<file path="config.mk">
export PLATFORM = sky130hd
export DESIGN_NAME = f5_rd_seq
export DESIGN_NICKNAME = d
export VERILOG_FILES = /design/src/rtl/f5_rd_seq.sv
export SDC_FILE = /design/constraint.sdc
export NUM_CORES = 1
export LEC_CHECK = 0
export ABC_AREA = 1
export CELL_PAD_IN_SITES_DETAIL_PLACEMENT = 1
export CELL_PAD_IN_SITES_GLOBAL_PLACEMENT = 1
export CORE_UTILIZATION = 50
export CTS_BUF_LIST = sky130_fd_sc_hd__clkbuf_8
export DETAILED_ROUTE_END_ITERATION = 10
export GPL_ROUTABILITY_DRIVEN = 0
export GPL_TIMING_DRIVEN = 0
export PLACE_DENSITY_LB_ADDON = 0.1
export SYNTH_ARGS = -nofsm -noshare
export SYNTH_HDL_FRONTEND = slang
export SYNTH_SLANG_ARGS = --single-unit
</file>
<file path="constraint.sdc">
create_clock -name clk -period 5.6 [get_ports clk]
set_input_delay 0.56 -clock clk [delete_from_list [all_inputs] [get_ports clk]]
set_output_delay 0.56 -clock clk [all_outputs]
set_load 0.02 [all_outputs]
</file>
<file path="src/rtl/f5_rd_seq.sv">
// F5 feature-RAM read sequencer: sweeps (row, lane), absorbs RAM latency, streams words out.
// Optional F5_STALL_CNT_EN adds stall_cnt, a saturating count of back-pressured busy cycles.
module f5_rd_seq #(
  parameter int N_ROW  = 32,
  parameter int N_LANE = 16,
  parameter int RD_LAT = 2,
  parameter int FDEPTH = 4
) (
  input  logic        clk,
  input  logic        rst_n,
  input  logic        start,
  output logic        busy,
  output logic        done,
  output logic [4:0]  f5_raddr,
  output logic [3:0]  f5_sel,
  input  logic [15:0] f5_rdata,
  output logic [15:0] m_data,
  output logic [8:0]  m_idx,
  output logic        m_valid,
  input  logic        m_ready,
  output logic        m_last
`ifdef F5_STALL_CNT_EN
  ,
  output logic [15:0] stall_cnt
`endif
);

  localparam int PW = (FDEPTH > 1) ? $clog2(FDEPTH) : 1;
  localparam int CW = $clog2(FDEPTH + 1);

  typedef enum logic [1:0] {
    S_IDLE,
    S_RUN,
    S_DRAIN,
    S_DONE
  } state_e;

  state_e state_q, state_d;

  logic [4:0] row_q, row_d;
  logic [3:0] lane_q, lane_d;
  logic [8:0] idx_q, idx_d;
  logic [4:0] raddr_q, raddr_d;
  logic [3:0] sel_q, sel_d;

  logic [RD_LAT-1:0] pv_q;
  logic [RD_LAT-1:0] plast_q;
  logic [8:0]        pidx_q [RD_LAT];

  logic [15:0]       fdata_q [FDEPTH];
  logic [8:0]        fidx_q  [FDEPTH];
  logic [FDEPTH-1:0] flast_q;
  logic [PW-1:0]     wp_q, rp_q;
  logic [CW-1:0]     cnt_q;

  logic       issue, last_word, credit, push, pop;
  logic [7:0] occ;

  assign last_word = (row_q == 5'(N_ROW - 1)) &&
                     (lane_q == 4'(N_LANE - 1));

  // Words in the RAM pipe already own a FIFO slot.
  always_comb begin
    occ = 8'(cnt_q);
    for (int i = 0; i < RD_LAT; i++) begin
      occ = occ + 8'(pv_q[i]);
    end
    credit = occ < 8'(FDEPTH);
  end

  assign push    = pv_q[RD_LAT-1];
  assign m_valid = (cnt_q != '0);
  assign pop     = m_valid & m_ready;
  assign m_data  = fdata_q[rp_q];
  assign m_idx   = fidx_q[rp_q];
  assign m_last  = m_valid & flast_q[rp_q];

  assign busy     = (state_q != S_IDLE);
  assign done     = (state_q == S_DONE);
  assign f5_raddr = raddr_q;
  assign f5_sel   = sel_q;

  always_comb begin
    state_d = state_q;
    issue   = 1'b0;
    unique case (state_q)
      S_IDLE: begin
        if (start) begin
          issue   = 1'b1;
          state_d = last_word ? S_DRAIN : S_RUN;
        end
      end
      S_RUN: begin
        if (credit) begin
          issue = 1'b1;
          if (last_word) state_d = S_DRAIN;
        end
      end
      S_DRAIN: begin
        if (pop && m_last) state_d = S_DONE;
      end
      S_DONE: state_d = S_IDLE;
      default: state_d = S_IDLE;
    endcase
  end

  always_comb begin
    row_d   = row_q;
    lane_d  = lane_q;
    idx_d   = idx_q;
    raddr_d = raddr_q;
    sel_d   = sel_q;
    if (issue) begin
      raddr_d = row_q;
      sel_d   = lane_q;
      idx_d   = last_word ? 9'd0 : idx_q + 9'd1;
      if (lane_q == 4'(N_LANE - 1)) begin
        lane_d = 4'd0;
        row_d  = last_word ? 5'd0 : row_q + 5'd1;
      end else begin
        lane_d = lane_q + 4'd1;
      end
    end
  end

  always_ff @(posedge clk or negedge rst_n) begin
    if (!rst_n) begin
      state_q <= S_IDLE;
      row_q   <= '0;
      lane_q  <= '0;
      idx_q   <= '0;
      raddr_q <= '0;
      sel_q   <= '0;
    end else begin
      state_q <= state_d;
      row_q   <= row_d;
      lane_q  <= lane_d;
      idx_q   <= idx_d;
      raddr_q <= raddr_d;
      sel_q   <= sel_d;
    end
  end

  // Tag pipe tracks each issued word until its data appears.
  always_ff @(posedge clk or negedge rst_n) begin
    if (!rst_n) begin
      pv_q    <= '0;
      plast_q <= '0;
      for (int i = 0; i < RD_LAT; i++) pidx_q[i] <= '0;
    end else begin
      for (int i = RD_LAT - 1; i > 0; i--) begin
        pv_q[i]    <= pv_q[i-1];
        plast_q[i] <= plast_q[i-1];
        pidx_q[i]  <= pidx_q[i-1];
      end
      pv_q[0]    <= issue;
      plast_q[0] <= issue & last_word;
      pidx_q[0]  <= idx_q;
    end
  end

  always_ff @(posedge clk or negedge rst_n) begin
    if (!rst_n) begin
      wp_q    <= '0;
      rp_q    <= '0;
      cnt_q   <= '0;
      flast_q <= '0;
      for (int i = 0; i < FDEPTH; i++) begin
        fdata_q[i] <= '0;
        fidx_q[i]  <= '0;
      end
    end else begin
      if (push) begin
        fdata_q[wp_q] <= f5_rdata;
        fidx_q[wp_q]  <= pidx_q[RD_LAT-1];
        flast_q[wp_q] <= plast_q[RD_LAT-1];
        wp_q <= (wp_q == PW'(FDEPTH - 1)) ? '0 : wp_q + PW'(1);
      end
      if (pop) begin
        rp_q <= (rp_q == PW'(FDEPTH - 1)) ? '0 : rp_q + PW'(1);
      end
      if (push && !pop) cnt_q <= cnt_q + CW'(1);
      else if (pop && !push) cnt_q <= cnt_q - CW'(1);
    end
  end

  a_no_overflow: assert property (@(posedge clk) disable iff (!rst_n)
    !(push && !pop && cnt_q == CW'(FDEPTH)));

`ifdef F5_STALL_CNT_EN
  logic [15:0] stall_q;

  always_ff @(posedge clk or negedge rst_n) begin
    if (!rst_n) begin
      stall_q <= '0;
    end else if (state_q == S_IDLE && start) begin
      stall_q <= '0;
    end else if (busy && m_valid && !m_ready && stall_q != 16'hFFFF) begin
      stall_q <= stall_q + 16'd1;
    end
  end

  assign stall_cnt = stall_q;
`endif

endmodule

</file>
==> results of run 1 <==
## critical path, stage by stage (launching register included)
cell and delay (ps):
dfrtp_1 550, inv_2 240, clkbuf_1 400, o21ai_0 160
o22ai_1 250, clkdlybuf4s50_1 670
## per-layer routing
metal	wire length, um	track usage (%)	vias to the layer above
li1	-	-	2658
met1	8350	36.3	2971
met2	10500	52.7	135
met3	729	6.13	42
met4	562	13.4	0
met5	0	0	-
## stage by stage
step,hold slack [ps],power (uW),TNS (ps),util [%]
after floorplan,264,3230,0,-
after global placement,332,4060,-403640,57.7
after detailed placement,336,4220,0,57.9
after CTS,37.6,5160,0,61.0
after global routing,46.4,5470,0,61.0
final,22.4,5140,0,61.0
## worst paths after layout
| check | to | slack, ps | depth (start not counted) |
|---|---|---|---|
| hold reg to reg | pidx_q[2] | 350 | 0 |
| max in group asynchronous | fidx_q[3] | 4710 | 2 |
| setup reg to reg | cnt_q[2] | 3590 | 9 |
| hold / removal | fdata_q[17] | 20 | 1 |
| min in group clk | pidx_q[2] | 350 | 0 |
| setup / recovery | m_idx[4] | 2310 | 5 |
## final cells by class
type | instances | area (sq um)
Buffer | 39 | 184
Clock buffer | 20 | 275
Clock inverter | 12 | 138
Fill cell | 1567 | 5200
Inverter | 56 | 210
Multi-Input combinational cell | 505 | 2460
Sequential cell | 162 | 4050
Tap cell | 176 | 220
Timing Repair Buffer | 58 | 603
## cells in the mapped netlist
library cell	instances
a21o_1	1
a21oi_1	2
a21oi_2	1
a31o_2	1
and3_1	1
buf_2	9
buf_4	1
buf_6	3
clkbuf_1	26
dfrtp_1	162
fa_1	1
ha_1	15
inv_1	52
inv_2	4
nand2_1	180
nand2_2	2
nand2_4	1
nand3_1	13
nand3_2	2
nand4_1	14
nor2_1	60
nor2_2	1
nor3_1	1
o21a_1	1
o21ai_0	168
o21ai_1	8
o22ai_1	25
or2_2	1
xnor2_1	2
xor2_1	4
## cell families after synthesis
| logic type | after synthesis | synth area share, % |
|---|---|---|
| AOI/OAI and AO/OA | 207 | 15.6 |
| xor gates and xnor gates | 6 | 0.761 |
| adders and majority gates | 16 | 3.01 |
| buffers and inverters | 95 | 5.70 |
| DFF | 162 | 58.7 |
| and+or+nand+nor | 276 | 16.2 |
## power groups by stage
stage / sequential (uW) / combinational (uW) / clock [uW]
floorplan: 1870 / 1350 / 0
global placement: 1900 / 2170 / 0
detailed placement: 1940 / 2290 / 0
CTS: 1920 / 2330 / 909
global route: 1980 / 2540 / 951
finish: 1930 / 2310 / 894
## registers in the layout (all words and copies together) (netlist names)
register	cells
fdata_q	64
flast_q	4
wp_q	2
cnt_q	3
fidx_q	36
plast_q	2
state_q	2
idx_q	9
f5_sel	4
lane_q	4
pv_q	2
rp_q	2
pidx_q	18
f5_raddr	5
row_q	5
==> run_results.csv, run 1 <==
group,metric,value,unit
outcome,status,"complete, no violations",
floorplanning,dieArea,14300,sq um
routing,wirelength,20.1,mm
power,combPwrFrac,45.0,%
clocking,cts_tree,"built",
power,max-vdd-ir-drop,259,uV
clocking,cts_root_buf,"clkbuf_8",
logic_synthesis,ys_ff_latch,162,
placed_design,portBuffers,57,
routing,wl_per_cell,19.6,um
placed_design,dp_hpwl,13.4,mm
global_route,first_global_vias,6458,
timing,setup_viol,0,
finish,drive_gt1_share,6.92,%
floorplanning,die_h,120,um
routing,drc_errors,0,
finish,layout_commonest_cell,"nand2_1",
clocking,cts_max_path_buffers,2,
routing,vias_per_cell,5.65,
clocking,cts-hold-fix-buffers,0,
global_route,grtUsageTotal,30.3,%
logic_synthesis,syn_nets,798,
run,cap_violations,0,
setup_path,critPathMaxFanout,10,
logic_synthesis,synth_cell_type_count,30,
timing,period_minus_slack,3290,ps
routing,ant_nets,0,
placed_design,dp.cells,996,
placed_design,dpl-instance-area,7730,sq um
logic_synthesis,synth.avg_cell_area,9.07,sq um
finish,final_cell_mix,"nand2_1 (180), o21ai_0 (168), dfrtp_1 (162)",
floorplanning,core,13300,sq um
finish,instances_no_fill,1028,
routing,drtIter0Drc,480,
finish,num_antenna_cells,0,
logic_synthesis,synth_top_area_share,58.7,%
logic_synthesis,synth.area.top_cells,"dfrtp_1 (59%), o21ai_0 (12%), nand2_1 (9.8%)",
logic_synthesis,syn_area,6910,sq um
timing,rsz0062_at_grt,"false",
finish,final_nets,875,
min_path,min_path_type,"input pin to async pin",
power,p_int,2960,uW
clocking,postCtsSetupBuffers,0,
logic_synthesis,synth_top_cell_by_area,"dfrtp_1",
floorplanning,initial_utilization,51.8,%
placed_design,pre_cts_ws,2820,ps
timing,hold_viol_final,0,
finish,syn_to_final_growth,17.9,%
clocking,clk_pin_slew,80,ps
setup_path,worstSetupStartpoint,"rp_q[1]",
setup_path,r2r_start,"cnt_q[0]",
power,p_sw_share,42.4,%
floorplanning,num_io_pins,58,
floorplanning,core.rowCount,42,
clocking,cts-htree-levels,4,
power,power_density,631,nW/um^2
setup_path,start_kind,"register",
global_route,gr-total-overflow,0,
power,seqPwrFrac,37.6,%
timing,fin_ws,2310,ps
global_route,grt_first_pass_wirelength,33.1,mm
logic_synthesis,ys_warn_count,0,
power,p_switching,2180,uW
power,leakage,0.00387,uW
logic_synthesis,syn-instance-count,762,
setup_path,cp.arrival,2730,ps
timing,slew_headroom,57.1,%
setup_path,critPathCaptureType,"primary output",
floorplanning,die_w,120,um
global_route,grt_max_degree,101,
clocking,cts_resized,0,
finish,final_area,8150,sq um
clocking,cts_made_buffers,17,
logic_synthesis,seq_area_frac_synth,58.7,%
clocking,clock_latency,460,ps
routing,dr.pass1.iters,5,
timing,max_freq,304,MHz
timing,fin_skew,10.8,ps
timing,slew_viol_final,0,
clocking,cts.sinks,162,
setup_path,critPathRequiredTime,5040,ps
setup_path,criticalPathCategory,"register to primary output",
timing,timing.final.crit_share,58.8,%
global_route,antenna_found_initial,0,
routing,vias,5806,
power,power_frac_clock,17.4,%
timing,worst_pin_slew,643,ps
Note: power is estimated with default switching activity, not from simulation.
==> run 2, diff against run 1 <==
CORE_UTILIZATION = 42   (was 50)
clock period = 2.78 ns   (was 5.6 ns; I/O delays follow)
==> run_results.csv, run 2 (synthesis results as in run 1) <==
group,metric,value,unit
outcome,status,"complete, no violations",
clocking,clock_latency,450,ps
min_path,min_path_type,"input pin to async pin",
setup_path,worst_r2r_endpoint,"cnt_q[2]",
setup_path,cp.arrival,2390,ps
setup_path,start_kind,"register",
timing,slew_headroom,50.1,%
setup_path,regToRegSetupSlack,830,ps
setup_path,criticalPathCategory,"register to primary output",
setup_path,crit_chain,"buf_2 > inv_2 > buf_2 > nor2_1 > o22ai_1 > clkdlybuf4s50_1",
floorplanning,core.rowCount,46,
routing,vias_per_cell,5.28,
global_route,grt_max_degree,125,
floorplanning,die_w,130,um
finish,largest-register,"fdata_q",
clocking,postCtsSetupBuffers,0,
floorplanning,num_io_pins,58,
floorplanning,initial_utilization,43.2,%
placed_design,dp.cells,1036,
routing,dr.pass1.iters,4,
global_route,first_global_vias,6070,
timing,period_minus_slack,2670,ps
routing,wirelength,19.3,mm
floorplanning,dieArea,17000,sq um
finish,final_nets,876,
timing,hold_viol_final,0,
finish,largest_reg_flops,64,
timing,fin_setup_tns,0,ps
finish,instances_no_fill,1068,
finish,final_area,8250,sq um
timing,worst_pin_slew,749,ps
run,cap_violations,0,
setup_path,worstRegToRegCells,9,
routing,drc_errors,0,
power,power_density,1250,nW/um^2
setup_path,cpMostUsedCell,"buf_2",
power,leakage,0.00393,uW
clocking,cts_made_buffers,17,
timing,timing.final.crit_share,96.0,%
timing,max_freq,375,MHz
placed_design,dp_hpwl,13.1,mm
finish,multi_input_area,2460,sq um
floorplanning,die_h,130,um
setup_path,cpMaxStageDelayCell,"clkdlybuf4s50_1",
clocking,cts.sinks,162,
clocking,cts_root_buf,"clkbuf_8",
placed_design,dpl-instance-area,7780,sq um
finish,num_antenna_cells,0,
timing,worst_hold_slack,291,ps
timing,setup_viol,0,
finish,drive_gt1_share,7.75,%
global_route,grtUsageTotal,24.9,%
finish,final_cell_mix,"nand2_1 (180), o21ai_0 (168), dfrtp_1 (161)",
finish,fill_cells,1898,
global_route,antenna_found_initial,0,
routing,drtIter0Drc,300,
setup_path,critPathMaxFanout,10,
setup_path,critPathMaxStageDelay,640,ps
power,max-vdd-ir-drop,460,uV
clocking,cts_tree,"built",
finish,seq_area,4060,sq um
finish,reg_top3,"fdata_q (64), fidx_q (36), pidx_q (18)",
global_route,gr-total-overflow,0,
clocking,clk_pin_slew,80,ps
timing,slew_viol_final,0,
timing,fin_skew,8.89,ps
setup_path,r2r_start,"cnt_q[0]",
setup_path,critPathRequiredTime,2500,ps
placed_design,portBuffers,57,
finish,layout_commonest_cell,"nand2_1",
floorplanning,core,16000,sq um
clocking,cts_max_path_buffers,2,
global_route,grt_first_pass_wirelength,31.5,mm
routing,vias,5639,
finish,syn_to_final_growth,19.4,%
setup_path,critPathCaptureType,"primary output",
routing,ant_nets,0,
clocking,cts-htree-levels,4,
routing,wl_per_cell,18.1,um
[run 2: cell types whose count changed in the layout (fill, tap and decap cells not counted), sizes merged]
cell           previous run  this run
buf                      15        14
bufinv                    3         5
clkbuf                   46        44
clkdlybuf4s50            56        53
clkinv                    8         3
clkinvlp                  0         2
dlygate4sd2               0         2
dlygate4sd3               0         1
dlymetal6s2s              0         1
inv                      57        60
[run 2: final cells by class]
| cell class | count | area share, % |
|---|---|---|
| flip-flops and latches | 162 | 49.2 |
| clock buffers | 17 | 2.84 |
| well taps | 216 | 3.28 |
| inverters | 56 | 2.58 |
| multi-input cells | 505 | 29.8 |
| clock inverters | 14 | 2.41 |
| plain buffers | 39 | 2.44 |
| repair buffers | 59 | 7.43 |
[run 2: how the worst max path moves through the flow]
stage | from | endpoint | slack, ps | depth (start not counted)
CTS | rp_q[1] | m_data[9] | 10 | 4
detailed placement | rp_q[1] | m_idx[5] | 320 | 5
floorplan | cnt_q[0] | cnt_q[2] | 1010 | 9
finish | rp_q[0] | m_data[9] | 110 | 6
global route | rp_q[0] | m_data[12] | -5 | 6
global placement | rst_n | idx_q[3] | -5130 | 1
[run 2: worst max-delay path: cells and delay by family, from the launching register on]
kind / cells / cell delay, ps
compound gates: 1 / 230
buf+inv: 4 / 1250
flops: 1 / 390
simple gates: 1 / 70
[run 2: per-layer routing]
metal  up-vias  wire [um]  track usage [%]
met4         0        422             10.9
met2        87       9990             43.7
met5         -          0                0
li1       2658          -                -
met3        29        517             3.94
met1      2865       8410             30.3
[run 2: where the power goes]
part	leakage (uW)	total (uW)	internal, uW	switching [uW]
Sequential	0.00205	3850	3260	583
Combinational	0.00166	4590	1760	2830
Clock	0.000226	1910	1050	857
Total	0.00393	10300	6080	4270
[run 2: what timing repair did]
item                                    4_1_cts  5_1_grt
endpoints found under the setup margin       24       16
gates cloned                                  0        0
resized for setup                            12        6
pin swaps                                     0        0
hold buffers                                  1        0
endpoints found under the hold margin        38        0
[run 2: metrics by stage]
step,setup WS (ps),util (%),total power (uW)
floorplan,1010,-,6500
global placement,-5130,48.4,8240
detailed placement,324,48.6,8480
CTS,10.1,51.5,10400
global route,-5.09,51.5,11100
finish,110,51.5,10300
==> patch 1, RTL diff (flow settings as in run 2) <==
Change the parameter `RD_LAT` from 2 to 4.
--- a/src/rtl/f5_rd_seq.sv
+++ b/src/rtl/f5_rd_seq.sv
@@ -5,3 +5,3 @@
   parameter int N_LANE = 16,
-  parameter int RD_LAT = 2,
+  parameter int RD_LAT = 4,
   parameter int FDEPTH = 4
Check against the original RTL: not equivalent (Yosys sat finds a counterexample within 4 cycles, from zero or initial values and one cycle with rst_n low).
==> patch 1 against run 2 <==
Sequential cell count up 22; hold slack improved by 0.063 ns; final area grew 6.6%; count of clock-buffer cells in the layout rose by 1; worst setup slack worse by 0.034 ns; total power grew 5.2%; core utilization fell by 0.89 points; maximum frequency down 1.2%; wire length up 3.5%; via count grew 3.7%; clock skew up 0.0068 ns; register-to-register slack got worse by 0.29 ns; die area increased by 8.0%; area after synthesis rose by 8.1%; critical endpoint is now m_data[10]; largest cell class unchanged; highest routed layer unchanged.
==> patch 1: results (changes against run 2) <==
- Worst flop-to-flop path endpoint: f5_raddr[0]
- The wire length per cell after detailed routing is 18.2 µm (+0.66%).
- HPWL after DPL: 13500 µm (+2.6%)
* Number of buffers on the longest clock path: 2 (unchanged)
- End point of the critical path: m_data[10]
- Dominant cells by area after synthesis: sky130_fd_sc_hd__dfrtp_1, sky130_fd_sc_hd__o21ai_0, sky130_fd_sc_hd__nand2_1
* Reg2Reg Launch Point: pv_q[3]
* Setup slack at placement: 0.289 ns (-0.0349 ns)
- Number of global-route vias before repair: 6466 (+6.5%)
* Final worst slack: 0.0768 ns (-0.0336 ns)
- The min-delay analysis places its worst path in the category reg2reg.
- Power dissipated by switching net loads: 4.53 mW (+6.2%)
* Register-to-register setup slack: 0.54 ns (-0.29 ns)
* Multi-input combinational cell area: 2500 µm² (+1.5%)
* Routed via count: 5850 (+3.7%)
- The source-to-sink clock delay at the later pin of the worst-skew pair came to 0.47 ns (+0.02 ns).
* GRT Total Usage: 0.239 (-0.0103)
- Maximum number of pins on one net before global-route repair: 101 (-19%)
- The depth of the most critical reg-to-reg path is 11 (+2).
- The first-pass detailed-route iteration total was 4 (unchanged).
* Largest registers: fdata_q x64, fidx_q x36, pidx_q x36
* Filler cells: 1978 (+4.2%)
- The first-pass GRT wire length came to 33400 µm (+6.0%).
- The run finished with clean final reports.
- The leakage power total was 4.15 nW (+5.5%).
- Buffer count from post-CTS setup fixing: 0 (unchanged)
- Worst clock skew: 0.0157 ns (+0.00677 ns)
- Commonest cells in the synthesized netlist: sky130_fd_sc_hd__dfrtp_1, sky130_fd_sc_hd__nand2_1, sky130_fd_sc_hd__o21ai_0
- DRC marker count from the first detailed-route iteration: 329 (+9.7%)
* Beginning of the critical path: rp_q[0]
- The placed standard-cell area was 8360 µm² (+7.4%).
- Initial core utilization: 0.431 (-0.00130)
* CP Data Arrival Time: 2.43 ns (+0.04 ns)
- Measured slew at the worst slew-check pin: 0.644 ns (-0.105 ns)
- The layout net count came to 899 (+2.6%).
* Proportion of layout cells with a drive suffix above 1: 0.0745 (-0.00301)
- The number of library cell types mapped by synthesis came to 27 (-10%).
==> patch 1: logic make-up (layout without fill, tap and decap cells) <==
kind of cell / Yosys count / count (layout) / synth area share
simple gates: 271 / 271 / 0.143
compound gates: 209 / 209 / 0.147
flops: 184 / 184 / 0.616
buf+inv: 91 / 181 / 0.0494
fa+ha+maj: 18 / 18 / 0.0321
xor+xnor: 10 / 10 / 0.0117
==> patch 1: layout make-up <==
class,instances,share of cell area
buffer,39,0.0219
clock buffer,18,0.0282
clock inverter,13,0.0167
inverter,52,0.0222
multi-input combinational,508,0.284
sequential,184,0.524
tap,225,0.0320
timing repair buffer,59,0.0709
==> patch 1: how the worst min path moves through the flow <==
stage,depth (start not counted),slack [ns],end
after CTS,0,0.36,plast_q[1]
after global routing,0,0.36,plast_q[2]
final,0,0.35,plast_q[2]
after floorplan,0,-0.02,cnt_q[0]
after detailed placement,1,0.33,fidx_q[9]
after global placement,0,0.33,pidx_q[17]
==> patch 1: critical path, stage by stage (launching register included) <==
cell and delay, ns:
sky130_fd_sc_hd__dfrtp_1 0.39, sky130_fd_sc_hd__buf_4 0.18, sky130_fd_sc_hd__inv_2 0.13, sky130_fd_sc_hd__buf_2 0.29, sky130_fd_sc_hd__nor2_1 0.07, sky130_fd_sc_hd__o22ai_1 0.24, sky130_fd_sc_hd__clkdlybuf4s50_1 0.65
==> patch 1: metal layers <==
layer,part of all wire,up-vias,global-route usage
met5,0,-,0
li1,-,2715,-
met4,0.014,0,0.0699
met3,0.039,23,0.0505
met2,0.52,122,0.414
met1,0.43,2990,0.301
==> patch 1: per-stage QoR <==
stage          hold slack [ns]  instances
2_1_floorplan          -0.0176        783
3_3_place_gp             0.332       1065
3_5_place_dp             0.332       1066
5_1_grt                  0.358       1098
4_1_cts                  0.358       1098
6_report                 0.354       1098
==> patch 1: power groups by stage <==
stage	registers [mW]	logic [mW]	clock network [mW]
2_1_floorplan	4.23	2.85	0
3_3_place_gp	4.32	4.55	0
6_report	4.34	4.73	1.81
4_1_cts	4.34	4.81	1.87
5_1_grt	4.47	5.27	1.98
3_5_place_dp	4.38	4.75	0
==> patch 1: repair_timing <==
action                                 4_1_cts  5_1_grt
gates resized for setup                     11        9
hold buffers                                 1        0
endpoints found under the hold margin       84        0
setup endpoints to repair                   24       17
pin swaps                                    0        0
==> patch 2, RTL diff (settings of run 2) <==
Without the edit above. Encoding of `state_e`: now Gray code (2 bits for 4 states).
--- a/src/rtl/f5_rd_seq.sv
+++ b/src/rtl/f5_rd_seq.sv
@@ -31,6 +31,6 @@
   typedef enum logic [1:0] {
-    S_IDLE,
-    S_RUN,
-    S_DRAIN,
-    S_DONE
+    S_IDLE  = 2'b00,
+    S_RUN   = 2'b01,
+    S_DRAIN = 2'b11,
+    S_DONE  = 2'b10
   } state_e;
Formal check against the unedited RTL: same outputs for any inputs over 10 cycles, from zero or initial values and one cycle with rst_n low; not proved beyond that.
==> patch 2 against run 2 <==
Sequential cell count unchanged; sequential power up 2%; global-route usage about the same; count of clock-buffer cells in the layout increased by 1; wire length fell by 1.7%; area after synthesis down 0.80%; largest power group unchanged; critical path type unchanged; via count increased by 0.18%; hold slack improved by 0.0035 ns; sequential share of layout area grew 0.13 points; final area fell by 0.30%; clock skew up 0.0027 ns; worst setup slack worse by 0.031 ns; total power about the same.
==> patch 2: results (changes against run 2) <==
- The wire length on met2 came to 10100 µm (+0.74%).
- The post-place setup slack is 0.206 ns (-0.118 ns).
* First-pass detailed-route iteration total: 5 (+1)
- The transition time of the tightest slew-check pin came to 0.650 ns (-0.0987 ns).
- Sequential element share of the synthesized area: 0.591 (+0.00471)
- Dominant cells by area after synthesis: sky130_fd_sc_hd__dfrtp_1, sky130_fd_sc_hd__o21ai_0, sky130_fd_sc_hd__nand2_1
- The first-pass GRT wire length came to 31500 µm (-0.17%).
- The detailed-route wire length is 19000 µm (-1.7%).
- The run finished with clean final reports.
- Cell Area, Placed: 7730 µm² (-0.71%)
- The routed wire length on met3 was 702 µm (+36%).
- Routed metal-1 wire length: 7810 µm (-7.1%)
* Filler cells: 1881 (-0.90%)
- The worst clock skew was 0.0116 ns (+0.00269 ns).
- Max VDD drop: 495 µV (+7.7%)
- HPWL after DPL: 13300 µm (+1.1%)
- Total leakage power: 3.95 nW (+0.47%)
- The adder and majority gate portion of the synthesized area is 0.0230 (-0.00706).
- The fraction of post-synthesis cell area in the top cell type by area is 0.591 (+0.00471).
- The largest net degree at the start of global routing is 119 (-4.8%).
- The layout net count was 871 (-0.57%).
- The post-synth net total came to 793 (-0.63%).
- CP Data Arrival Time: 2.42 ns (+0.03 ns)
* Placed cells: 1035 (-0.097%)
* Compound-cell area share of the yosys netlist: 0.156 (-0.000570)
- Commonest cells in the synthesized netlist: sky130_fd_sc_hd__nand2_1, sky130_fd_sc_hd__dfrtp_1, sky130_fd_sc_hd__o21ai_0
## patch 2: what timing repair did
| item | in CTS | in global routing |
|---|---|---|
| gates resized for setup | 14 | 7 |
| hold buffers | 1 | 0 |
| cloned | 0 | 0 |
| endpoints found under the setup margin | 24 | 14 |
| pin swaps | 0 | 0 |
| hold endpoints to repair | 44 | 0 |
## patch 2: area by class of cell
class                           instances  area (µm²)  share of cell area
Clock inverter                         14         210              0.0256
Tap cell                              216         270              0.0329
Sequential cell                       162        4050               0.493
Inverter                               52         200              0.0243
Clock buffer                           18         248              0.0301
Multi-Input combinational cell        508        2430               0.296
Buffer                                 39         185              0.0225
Timing Repair Buffer                   59         623              0.0758
## patch 2: worst paths after layout
path,startpoint,slack (ns),depth (start not counted),endpoint
setup / recovery,rp_q[0],0.08,6,m_idx[8]
hold / removal,rst_n,0.29,2,fdata_q[52]
setup reg to reg,cnt_q[1],0.82,9,cnt_q[2]
hold reg to reg,pidx_q[9],0.35,0,pidx_q[0]
max in group asynchronous,rst_n,1.60,3,idx_q[5]
min in group clk,pidx_q[9],0.35,0,pidx_q[0]
## patch 2: routing by layer
layer  vias to the layer above  GRT usage
met1                      2859      0.293
met2                        96      0.454
met5                         -          0
met4                         0     0.0971
met3                        37     0.0422
li1                       2657          -
## patch 2: cell families (layout without fill, tap and decap cells)
group | Yosys count | in the layout
simple gates | 286 | 286
compound gates | 204 | 204
fa+ha+maj | 12 | 12
xor+xnor | 6 | 6
buf+inv | 91 | 182
flops | 162 | 162
## patch 2: per-stage QoR
stage | utilization | hold WS [ns] | total power, mW
2_1_floorplan | - | -0.0176 | 6.48
3_3_place_gp | 0.484 | 0.333 | 8.13
3_5_place_dp | 0.486 | 0.197 | 8.43
4_1_cts | 0.517 | 0.294 | 10.4
5_1_grt | 0.518 | 0.317 | 11.1
6_report | 0.518 | 0.294 | 10.3
## patch 2: power by group
| group | internal [mW] | switching (mW) |
|---|---|---|
| combinational | 1.70 | 2.73 |
| sequential | 3.31 | 0.615 |
| clock | 1.09 | 0.889 |
